[src/rtl/series_exp_controller_pkg.sv]
// Shared definitions for the e^x series controller: state encodings, fixed-point
// constants, the reciprocal LUT generator and the saturating 32-bit adder.
package series_pkg;

   typedef logic [2:0] state_t;

   localparam state_t ST_IDLE = 3'd0;
   localparam state_t ST_MX   = 3'd1;
   localparam state_t ST_MC   = 3'd2;
   localparam state_t ST_ACC  = 3'd3;
   localparam state_t ST_DONE = 3'd4;

   localparam int DEFAULT_FRAC_BITS = 16;
   localparam logic signed [31:0] ONE = 32'sd1 <<< DEFAULT_FRAC_BITS;

   localparam logic signed [31:0] SAT_MAX = 32'sh7FFF_FFFF;
   localparam logic signed [31:0] SAT_MIN = 32'sh8000_0000;

   typedef struct packed {
      logic signed [31:0] value;
      logic               sat;
   } sat_add_t;

   // 1.0 in a Q(32-frac_bits).frac_bits format.
   function automatic logic signed [31:0] one_fixed(input int frac_bits);
      return 32'sd1 <<< frac_bits;
   endfunction

   // Round-to-nearest of 2^frac_bits / n; entry 0 is unused and reads as zero.
   function automatic logic signed [31:0] inv_lut(input int frac_bits, input logic [3:0] n);
      logic [63:0] num;
      logic [63:0] den;
      logic [63:0] quo;
      if (n == 4'd0) begin
         return '0;
      end
      den = {60'd0, n};
      num = (64'd1 << frac_bits) + (den >> 1);
      quo = num / den;
      return quo[31:0];
   endfunction

   function automatic sat_add_t sat_add(input logic signed [31:0] a, input logic signed [31:0] b);
      logic signed [32:0] s;
      sat_add_t           r;
      s     = {a[31], a} + {b[31], b};
      r.sat = (s[32] != s[31]);
      if (!r.sat) begin
         r.value = s[31:0];
      end else if (s[32]) begin
         r.value = SAT_MIN;
      end else begin
         r.value = SAT_MAX;
      end
      return r;
   endfunction

endpackage

[src/rtl/series_exp_controller_if.sv]
// Operand-in / result-out handshake bundle for the series controller.
interface series_exp_controller_if;
   logic               in_valid;
   logic               in_ready;
   logic signed [31:0] x;
   logic               out_valid;
   logic               out_ready;
   logic signed [31:0] result;
   logic               overflow;

   modport master (
      output in_valid, x, out_ready,
      input  in_ready, out_valid, result, overflow
   );

   modport slave (
      input  in_valid, x, out_ready,
      output in_ready, out_valid, result, overflow
   );
endinterface

[src/rtl/series_exp_controller_mul_stage.sv]
// Registered signed fixed-point multiply: full product, arithmetic shift by
// FRAC_BITS, saturate to 32 bits; the overflow strobe is aligned with q.
module series_mul_stage #(
   parameter int FRAC_BITS = 16
) (
   input  logic               clk,
   input  logic               reset,
   input  logic signed [31:0] a,
   input  logic signed [31:0] b,
   output logic signed [31:0] q,
   output logic               ovf
);
   import series_pkg::*;

   logic signed [63:0] prod;
   logic signed [63:0] shifted;
   logic signed [31:0] q_next;
   logic               ovf_next;
   logic               fits;

   always_comb begin
      // Low 64 bits of the product are sign-agnostic once operands are sign-extended.
      prod     = {{32{a[31]}}, a} * {{32{b[31]}}, b};
      shifted  = prod >>> FRAC_BITS;
      fits     = (&shifted[63:31]) || (~|shifted[63:31]);
      ovf_next = !fits;
      if (fits) begin
         q_next = shifted[31:0];
      end else if (shifted[63]) begin
         q_next = SAT_MIN;
      end else begin
         q_next = SAT_MAX;
      end
   end

   always_ff @(posedge clk) begin
      if (reset) begin
         q   <= '0;
         ovf <= 1'b0;
      end else begin
         q   <= q_next;
         ovf <= ovf_next;
      end
   end

endmodule

[src/rtl/series_exp_controller.sv]
// Sequences the truncated e^x series over one shared multiply stage:
// term_n = (term_{n-1} * x) * (1/n), summed with sticky overflow tracking.
module series_exp_controller
   import series_pkg::*;
#(
   parameter int NUM_TERMS = 8,
   parameter int FRAC_BITS = 16
) (
   input logic                    clk,
   input logic                    reset,
   series_exp_controller_if.slave bus
);

   localparam logic [3:0]         LAST_N    = 4'(NUM_TERMS);
   localparam logic signed [31:0] ONE_FIXED = one_fixed(FRAC_BITS);

   state_t             state_reg, state_next;
   logic signed [31:0] x_reg, x_next;
   logic signed [31:0] term_reg, term_next;
   logic signed [31:0] sum_reg, sum_next;
   logic [3:0]         n_reg, n_next;
   logic               ovf_reg, ovf_next;

   logic signed [31:0] mul_a, mul_b;
   logic signed [31:0] stage_q;
   logic               stage_ovf;
   sat_add_t           acc;

   logic signed [31:0] inv_table [16];

   genvar gi;
   generate
      for (gi = 0; gi < 16; gi++) begin : g_inv
         assign inv_table[gi] = inv_lut(FRAC_BITS, 4'(gi));
      end
   endgenerate

   series_mul_stage #(
      .FRAC_BITS(FRAC_BITS)
   ) u_mul (
      .clk  (clk),
      .reset(reset),
      .a    (mul_a),
      .b    (mul_b),
      .q    (stage_q),
      .ovf  (stage_ovf)
   );

   always_comb begin
      acc        = sat_add(sum_reg, stage_q);
      state_next = state_reg;
      x_next     = x_reg;
      term_next  = term_reg;
      sum_next   = sum_reg;
      n_next     = n_reg;
      ovf_next   = ovf_reg;
      mul_a      = '0;
      mul_b      = '0;

      case (state_reg)
         ST_IDLE: begin
            if (bus.in_valid) begin
               x_next     = bus.x;
               term_next  = ONE_FIXED;
               sum_next   = ONE_FIXED;
               n_next     = 4'd1;
               ovf_next   = 1'b0;
               state_next = ST_MX;
            end
         end
         ST_MX: begin
            mul_a      = term_reg;
            mul_b      = x_reg;
            state_next = ST_MC;
         end
         ST_MC: begin
            // stage_q now holds term*x; its strobe reports that product's saturation.
            mul_a      = stage_q;
            mul_b      = inv_table[n_reg];
            ovf_next   = ovf_reg | stage_ovf;
            state_next = ST_ACC;
         end
         ST_ACC: begin
            term_next = stage_q;
            sum_next  = acc.value;
            ovf_next  = ovf_reg | stage_ovf | acc.sat;
            if (n_reg == LAST_N) begin
               state_next = ST_DONE;
            end else begin
               n_next     = n_reg + 4'd1;
               state_next = ST_MX;
            end
         end
         ST_DONE: begin
            if (bus.out_ready) begin
               state_next = ST_IDLE;
            end
         end
         default: begin
            state_next = ST_IDLE;
         end
      endcase
   end

   always_ff @(posedge clk) begin
      if (reset) begin
         state_reg <= ST_IDLE;
         x_reg     <= '0;
         term_reg  <= '0;
         sum_reg   <= '0;
         n_reg     <= '0;
         ovf_reg   <= 1'b0;
      end else begin
         state_reg <= state_next;
         x_reg     <= x_next;
         term_reg  <= term_next;
         sum_reg   <= sum_next;
         n_reg     <= n_next;
         ovf_reg   <= ovf_next;
      end
   end

   // Outputs are gated by DONE so they read as zero outside a valid result.
   assign bus.in_ready  = (state_reg == ST_IDLE);
   assign bus.out_valid = (state_reg == ST_DONE);
   assign bus.result    = (state_reg == ST_DONE) ? sum_reg : '0;
   assign bus.overflow  = (state_reg == ST_DONE) && ovf_reg;

endmodule

[src/flat_wrapper.sv]
// flat-port wrapper written by rule: the top's interface ports become plain ports
module series_exp_controller_flat import series_pkg::*;
#(
   parameter int NUM_TERMS = 8,
   parameter int FRAC_BITS = 16
)
  (clk, reset, bus_in_valid, bus_x, bus_out_ready, bus_in_ready, bus_out_valid, bus_result, bus_overflow);
  series_exp_controller_if bus_i ();
  input logic clk;
  input logic reset;
  input wire logic [$bits(bus_i.in_valid)-1:0] bus_in_valid;
  input wire logic [$bits(bus_i.x)-1:0] bus_x;
  input wire logic [$bits(bus_i.out_ready)-1:0] bus_out_ready;
  output wire logic [$bits(bus_i.in_ready)-1:0] bus_in_ready;
  output wire logic [$bits(bus_i.out_valid)-1:0] bus_out_valid;
  output wire logic [$bits(bus_i.result)-1:0] bus_result;
  output wire logic [$bits(bus_i.overflow)-1:0] bus_overflow;
  assign bus_i.in_valid = bus_in_valid;
  assign bus_i.x = bus_x;
  assign bus_i.out_ready = bus_out_ready;
  assign bus_in_ready = bus_i.in_ready;
  assign bus_out_valid = bus_i.out_valid;
  assign bus_result = bus_i.result;
  assign bus_overflow = bus_i.overflow;
  series_exp_controller #(.NUM_TERMS(NUM_TERMS), .FRAC_BITS(FRAC_BITS)) u_core (.clk(clk), .reset(reset), .bus(bus_i));
endmodule
[config.mk]
export PLATFORM = sky130hd
export DESIGN_NAME = series_exp_controller_flat
export DESIGN_NICKNAME = d
export VERILOG_FILES = /design/src/rtl/series_exp_controller_pkg.sv /design/src/rtl/series_exp_controller_if.sv /design/src/rtl/series_exp_controller_mul_stage.sv /design/src/rtl/series_exp_controller.sv /design/src/flat_wrapper.sv
export SDC_FILE = /design/constraint.sdc
export NUM_CORES = 2
export LEC_CHECK = 0
export CORE_ASPECT_RATIO = 0.7
export CORE_MARGIN = 2
export CORE_UTILIZATION = 50
export DETAILED_ROUTE_END_ITERATION = 10
export PLACE_DENSITY = 0.66
export SYNTH_ARGS = -nofsm -noshare
export SYNTH_HDL_FRONTEND = slang
export SYNTH_SLANG_ARGS = --single-unit
[constraint.sdc]
create_clock -name clk -period 26.3 [get_ports clk]
set_input_delay 5.26 -clock clk [delete_from_list [all_inputs] [get_ports clk]]
set_output_delay 5.26 -clock clk [all_outputs]
set_load 0.01 [all_outputs]
==> Word level (Yosys, flattened, before mapping) <==
Memory sizes are Yosys's and may differ from the RTL's.
Index checks and enable logic that the tools add are counted.
{ "word_totals": {"reg_bits": 137, "n_memories": 1, "mem_bits_ro": 512, "out_inout_bits": 35} }
{ "op_classes": {"mul": 1, "n_mux": 21, "n_reduce_logical": 14, "order_cmp": 1, "bitwise": 3, "eq_ne": 9, "addsub": 2} }
{ "memory_table": {"columns": ["name", "words", "word_bits", "rd", "rd_ports_with_merged_regs", "write_ports", "line", "rtl"], "rows": [
  ["(name not given)", 16, 32, 1, 0, 0, "series_exp_controller.sv:79", "mul_b = inv_table[n_reg];"]
]} }
{ "op_table": {"columns": ["operator", "n"], "rows": [
  ["32-bit 2-to-1 mux", 8],
  ["32-bit case mux with 2 select lines", 4],
  ["32-bit by 32-bit multiplier with 64-bit output", 1],
  ["32-bit by 32-bit adder with 33-bit output", 1],
  ["17-bit AND reduction", 1],
  ["17-bit OR reduction", 1],
  ["3-bit case mux with 5 select lines", 1],
  ["3-bit 2-to-1 mux", 3],
  ["4-bit 2-to-1 mux", 2],
  ["4-bit case mux with 2 select lines", 1],
  ["2-bit AND reduction", 4],
  ["3-bit by 2-bit equality test with 1-bit output, second input constant", 2],
  ["2-bit != test, second input constant", 3],
  ["5-bit >= comparator, second input constant", 1],
  ["4-bit inverter with 5-bit output", 1],
  ["4-bit by 1-bit adder with 4-bit output, second input constant", 1],
  ["4-bit equality test, second input constant", 1],
  ["3-bit by 1-bit equality test with 1-bit output, second input constant", 1],
  ["3-bit equality test, second input constant", 1],
  ["3-bit zero test", 1],
  ["1-bit case mux with 3 select lines", 1],
  ["3-bit AND reduction", 1],
  ["3-bit nonzero test", 1],
  ["1-bit zero test", 2],
  ["6 further kinds", 7]
]} }

==> Logic depth before layout (Yosys ltp) <==
{ "logic_depth": {"ltp_word": 10, "mapped_depth": 36} }

==> Modules after synthesis <==
From an unflattened synthesis, not the netlist that was laid out.
{ "hier_totals": {"hier_cells": 4863, "area_unflattened_um2": 44087.3} }
{ "modules_own_cells": {"columns": ["mod", "n_inst", "area_per_inst_um2", "seq_area_each_um2", "cells_per_inst"], "rows": [
  ["series_mul_stage", 1, 37349.6, 660.6, 3966],
  ["series_exp_controller", 1, 6737.7, 2082.0, 897]
]} }

==> Worst setup path before layout <==
OpenSTA, ideal clock, no wires.
{ "synth_timing": {"path_type": "register -> register", "from": "reg u_core.state_reg[2]", "to": "reg u_core.u_mul.q[0]", "n_path_buf": 5, "path_slack_ps": 16418, "stages_incl_launch_ff": 31, "arrival_ps": 9742, "required_time_ps": 26159, "setup_time_ps": 141, "path_cell_list": "dfxtp_1 -> buf_2 -> nor3b_1 -> clkbuf_1 -> clkbuf_1 -> a22o_1 -> clkbuf_1 -> nand2_1 -> fa_1 -> inv_1 -> fa_1 -> fa_1 -> inv_1 -> fa_1 -> inv_1 -> fa_1 -> fa_1 -> fa_1 -> fa_1 -> ha_1 -> a21o_1 -> a21o_1 -> a221oi_1 -> o31a_1 -> a41o_1 -> xor2_1 -> nand3_1 -> or4_1 -> o31ai_4 -> buf_6 -> o31ai_2"} }
{ "synth_via": {"elab_chain_len": 7} }
{ "synth_rtl": {"columns": ["item", "line", "rtl"], "rows": [
  ["start: declaration", "series_exp_controller.sv:17", "state_t state_reg, state_next;"],
  ["start signal: assignment", "series_exp_controller.sv:114", "state_reg <= state_next;"],
  ["3-bit by 2-bit equality test with 1-bit output / 3-bit by 1-bit equality test with 1-bit output (equally long branches)", "series_exp_controller.sv:60", "case (state_reg)"],
  ["32-bit case mux with 2 select lines", "series_exp_controller.sv:60", null],
  ["32-bit by 32-bit multiplier with 64-bit output (*)", "series_exp_controller_mul_stage.sv:23", "prod = {{32{a[31]}}, a} * {{32{b[31]}}, b};"],
  ["17-bit OR reduction", "series_exp_controller_mul_stage.sv:25", "fits = (&shifted[63:31]) || (~|shifted[63:31]);"],
  ["1-bit zero test", "series_exp_controller_mul_stage.sv:25", null],
  ["1-bit logical OR", "series_exp_controller_mul_stage.sv:25", null],
  ["32-bit 2-to-1 mux (*)", "series_exp_controller_mul_stage.sv:27", "if (fits) begin"],
  ["end signal: assignment", "series_exp_controller_mul_stage.sv:41", "q <= q_next;"],
  ["end: declaration", "series_exp_controller_mul_stage.sv:10", "output logic signed [31:0] q,"]
]} }
Mark *: on every way between the ends. The rest lies on a longest branch, timed or not.
A chain may end at the register's enable or synchronous reset.

==> Worst setup path in the final report <==
{ "layout_timing": {"from": "reg u_core.state_reg[0]", "to": "reg u_core.u_mul.ovf"} }
{ "layout_via": {"elab_chain_len": 7} }
{ "layout_rtl": {"columns": ["item", "line", "rtl"], "rows": [
  ["3-bit by 2-bit equality test with 1-bit output / 3-bit by 1-bit equality test with 1-bit output (equally long branches)", "series_exp_controller.sv:60", null],
  ["32-bit case mux with 2 select lines", "series_exp_controller.sv:60", null],
  ["32-bit by 32-bit multiplier with 64-bit output (*)", "series_exp_controller_mul_stage.sv:23", null],
  ["17-bit OR reduction", "series_exp_controller_mul_stage.sv:25", null],
  ["1-bit zero test", "series_exp_controller_mul_stage.sv:25", null],
  ["1-bit logical OR (*)", "series_exp_controller_mul_stage.sv:25", null],
  ["1-bit zero test (*)", "series_exp_controller_mul_stage.sv:26", "ovf_next = !fits;"],
  ["end signal: assignment", "series_exp_controller_mul_stage.sv:42", "ovf <= ovf_next;"],
  ["end: declaration", "series_exp_controller_mul_stage.sv:11", "output logic ovf"]
]} }
Marked as above.

==> metrics.md <==
| Metric | Value |
|---|---|
| Post-synthesis sequential area ratio | `0.06353` |
| Number of non-filler instances in the completed layout | `5,950` |
| Critical Path Source Type | `register` |
| Die W | `355.2 um` |
| Worst slew pin tran | `1.239 ns` |
| Core ar. | `0.08581 mm^2` |
| Setup crit start | `u_core.state_reg[0]` |
| Worst vdd ir | `0.04082 mV` |
| Max-slew violations | `0` |
| Number of buffers created by CTS | `17` |
| Core Util, Final | `0.5320` |
| Syn-to-layout area delta | `5.732%` |
| Layout Skew | `0.01469 ns` |
| DR iter-0 viols | `3,834` |
| Num ports | `71` |
| IO buf count | `70` |
| Min-delay worst type | `reg2reg` |
| H-Tree Level Count | `4` |
| Fmax | `82.68 MHz` |
| Design area | `0.04565 mm^2` |
| Vias in the first global route | `34,663` |
| Max cap viols | `0` |
| Clk_lat worst skew | `0.44 ns` |
| YS warnings | `0` |
| Post-synth top flop | `dfxtp_1` |
| Slew margin rel. | `0.1741` |
| CTS Buffer Depth | `2` |
| Total vias in the final route | `34,193` |
| CP most frequent cell | `fa_1` |
| Initial antenna violation count | `3` |
| Share of layout cells above drive strength 1 | `0.04709` |
| Hold-fix buffers at CTS | `0` |
| Clock Sinks | `137` |
| Fraction of registers with async set/reset | `0` |
| Wire per inst | `24.25 um` |
| Number of flops mapped to enable cells by yosys | `0` |
| Final setup fails | `0` |
| PnR Total Power | `0.7983 mW` |
| Vias/cell | `5.747` |
| Crit-path max cell delay | `1.14 ns` |
| Period utilization | `0.4599` |
| WP buf/inv | `6` |
| Setup crit end kind | `register` |
| Die ar. | `0.08875 mm^2` |
| Final min period | `12.09 ns` |
| Req. time, crit path | `26.63 ns` |
| Clk pin slew, worst setup/hold paths | `0.07 ns` |
| Post-synth cell types | `85` |
| First-pass GRT wire length | `222.5 mm` |
| Crit-path max FO | `95` |
| Largest net degree at the start of global routing | `96` |
| Synthesized flop and latch total | `137` |
| Worst reg2reg path startpoint | `u_core.state_reg[0]` |
| Status | `complete, no violations` |
| Setup CP Type | `reg2reg` |
| Initial DRT Pass Iterations | `7` |
| GRT Total Usage | `0.3371` |
| Area after DPL | `0.04506 mm^2` |
| Post-detailed-route count of antenna-violating nets | `0` |
| Post-CTS setup buffer count | `0` |
| Grt ovf | `0` |
| Mapped Cells | `4,889` |
| TritonCTS clock tree | `built` |
| Hold_sp | `u_core.x_reg[10]` |
| Setup_tns | `0 ns` |
| Pre-CTS WS | `14.38 ns` |
| Synthesized area per cell | `8.831 um^2` |
| Cell count after placement | `5,918` |
| PwrDens | `17.49 mW/mm^2` |
| RSZ-0062 raised after global routing | `no` |
| LEAKAGE | `22.29 nW` |
| DRC | `0` |
| CP arrival | `12.43 ns` |
| Chip height | `249.9 um` |
| PostCTS Resize Cnt | `0` |
| Fill cells | `7,976` |
| Routed WL | `144.3 mm` |
| Final Net Count | `6,125` |
| Net count after synthesis | `6,227` |
| Initial Utilization | `0.5031` |
| Delay-heaviest family, CP | `adder cells` |
| Root Buffer | `clkbuf_16` |
| Gp weighted congestion | `0.9846` |
| Mapped Area | `0.04317 mm^2` |
| Post-DP HPWL | `117.3 mm` |
| Final setup margin | `14.21 ns` |
| Hold slack | `0.4677 ns` |
| Final hold vios | `0` |
| # rows | `90` |
| Critical-path top delay cell | `fa_1` |
## routing by layer
metal,vias to the layer above,GRT usage,share of wire
met4,2,0.07845,0.028
met5,-,0.004324,0.00031
met2,1960,0.4305,0.37
met1,17503,0.5313,0.45
li1,14548,-,-
met3,180,0.1236,0.14
## worst reg2reg max path, delay by kind of cell, from the launching register on
family | cells | cell delay, ns
xor+xnor | 1 | 0.20
fa+ha+maj | 9 | 5.19
simple gates | 4 | 1.09
flops | 1 | 0.58
buf+inv | 6 | 2.35
compound gates | 8 | 2.57
## cell usage in the layout (no fill, tap or decap), types with 19 or more instances in the layout
cell             netlist  final
dfxtp_1              137    137
xor2_1                28     28
xnor2_1               62     62
and2_1                56     53
a22oi_1               39     20
fa_1                1082   1082
nand4_1               34     34
a21oi_1              172    169
nand2b_1              25     25
inv_1                990    990
buf_4                  1     90
nand2_1              563    562
ha_1                 220    220
a221o_1               30     30
nor2_1               704    703
a21o_1                62     62
a22o_1                32     32
or2_2                 19     19
nand3_1               57     57
o21ai_0               48     47
o31ai_2               30     30
a22oi_2                0     19
clkdlybuf4s50_1        0     69
## report_power, final
part           switching, mW  internal [mW]  leakage, nW
logic                  0.196         0.0837         20.9
registers             0.0440          0.228         1.12
clock network          0.103          0.143        0.278
total                  0.343          0.455         22.3
## cell type report
| cell class | instances | area [um^2] | share of cell area |
|---|---|---|---|
| clock inverters | 12 | 142.6 | 0.003125 |
| inverters | 990 | 3716 | 0.08141 |
| flip-flops and latches | 137 | 2743 | 0.06008 |
| repair buffers | 159 | 1366 | 0.02993 |
| diodes | 1 | 2.502 | 0.00005482 |
| clock buffers | 19 | 442.9 | 0.009703 |
| multi-input cells | 3482 | 35800 | 0.7842 |
| well taps | 1150 | 1439 | 0.03152 |
## cells in the mapped netlist, types with 13 or more instances
master    number  share of area
ha_1         220          0.064
o31ai_2       30         0.0087
a21o_1        62          0.011
o21ai_0       48         0.0056
a22oi_1       39         0.0068
o21a_1        13         0.0023
nand4_1       34         0.0049
dfxtp_1      137          0.064
o21bai_1      17         0.0030
nor3_1        17         0.0020
o21ai_1       13         0.0015
a21oi_1      172          0.020
a22o_1        32         0.0065
inv_1        990          0.086
or2_2         19         0.0028
a221o_1       30         0.0070
nand2b_1      25         0.0036
nor4_1        13         0.0019
and2_1        56         0.0081
xor2_1        28         0.0057
fa_1        1082           0.50
xnor2_1       62          0.013
nand2_1      563          0.049
nand3_1       57         0.0066
nor2_1       704          0.061
buf_1         17         0.0015
clkbuf_1     251          0.022
## logic make-up (layout without fill, tap and decap cells)
kind of cell / count (synthesis) / count (layout) / share of synthesized area
buf+inv: 1270 / 1180 / 0.1118
fa+ha+maj: 1302 / 1302 / 0.5655
mux: 2 / 2 / 0.0005795
simple gates: 1539 / 1539 / 0.1490
other cells: 0 / 1 / 0
flops: 137 / 137 / 0.06353
xor+xnor: 90 / 90 / 0.01826
compound gates: 549 / 549 / 0.09135
## worst paths after layout
| kind | to | slack [ns] | depth (start not counted) |
|---|---|---|---|
| setup / recovery | u_core.u_mul.ovf | 14.21 | 28 |
| hold / removal | u_core.x_reg[10] | 0.47 | 2 |
| setup reg to reg | u_core.u_mul.ovf | 14.21 | 28 |
| hold reg to reg | u_core.x_reg[10] | 0.47 | 2 |
(Power assumes the default switching activity.)
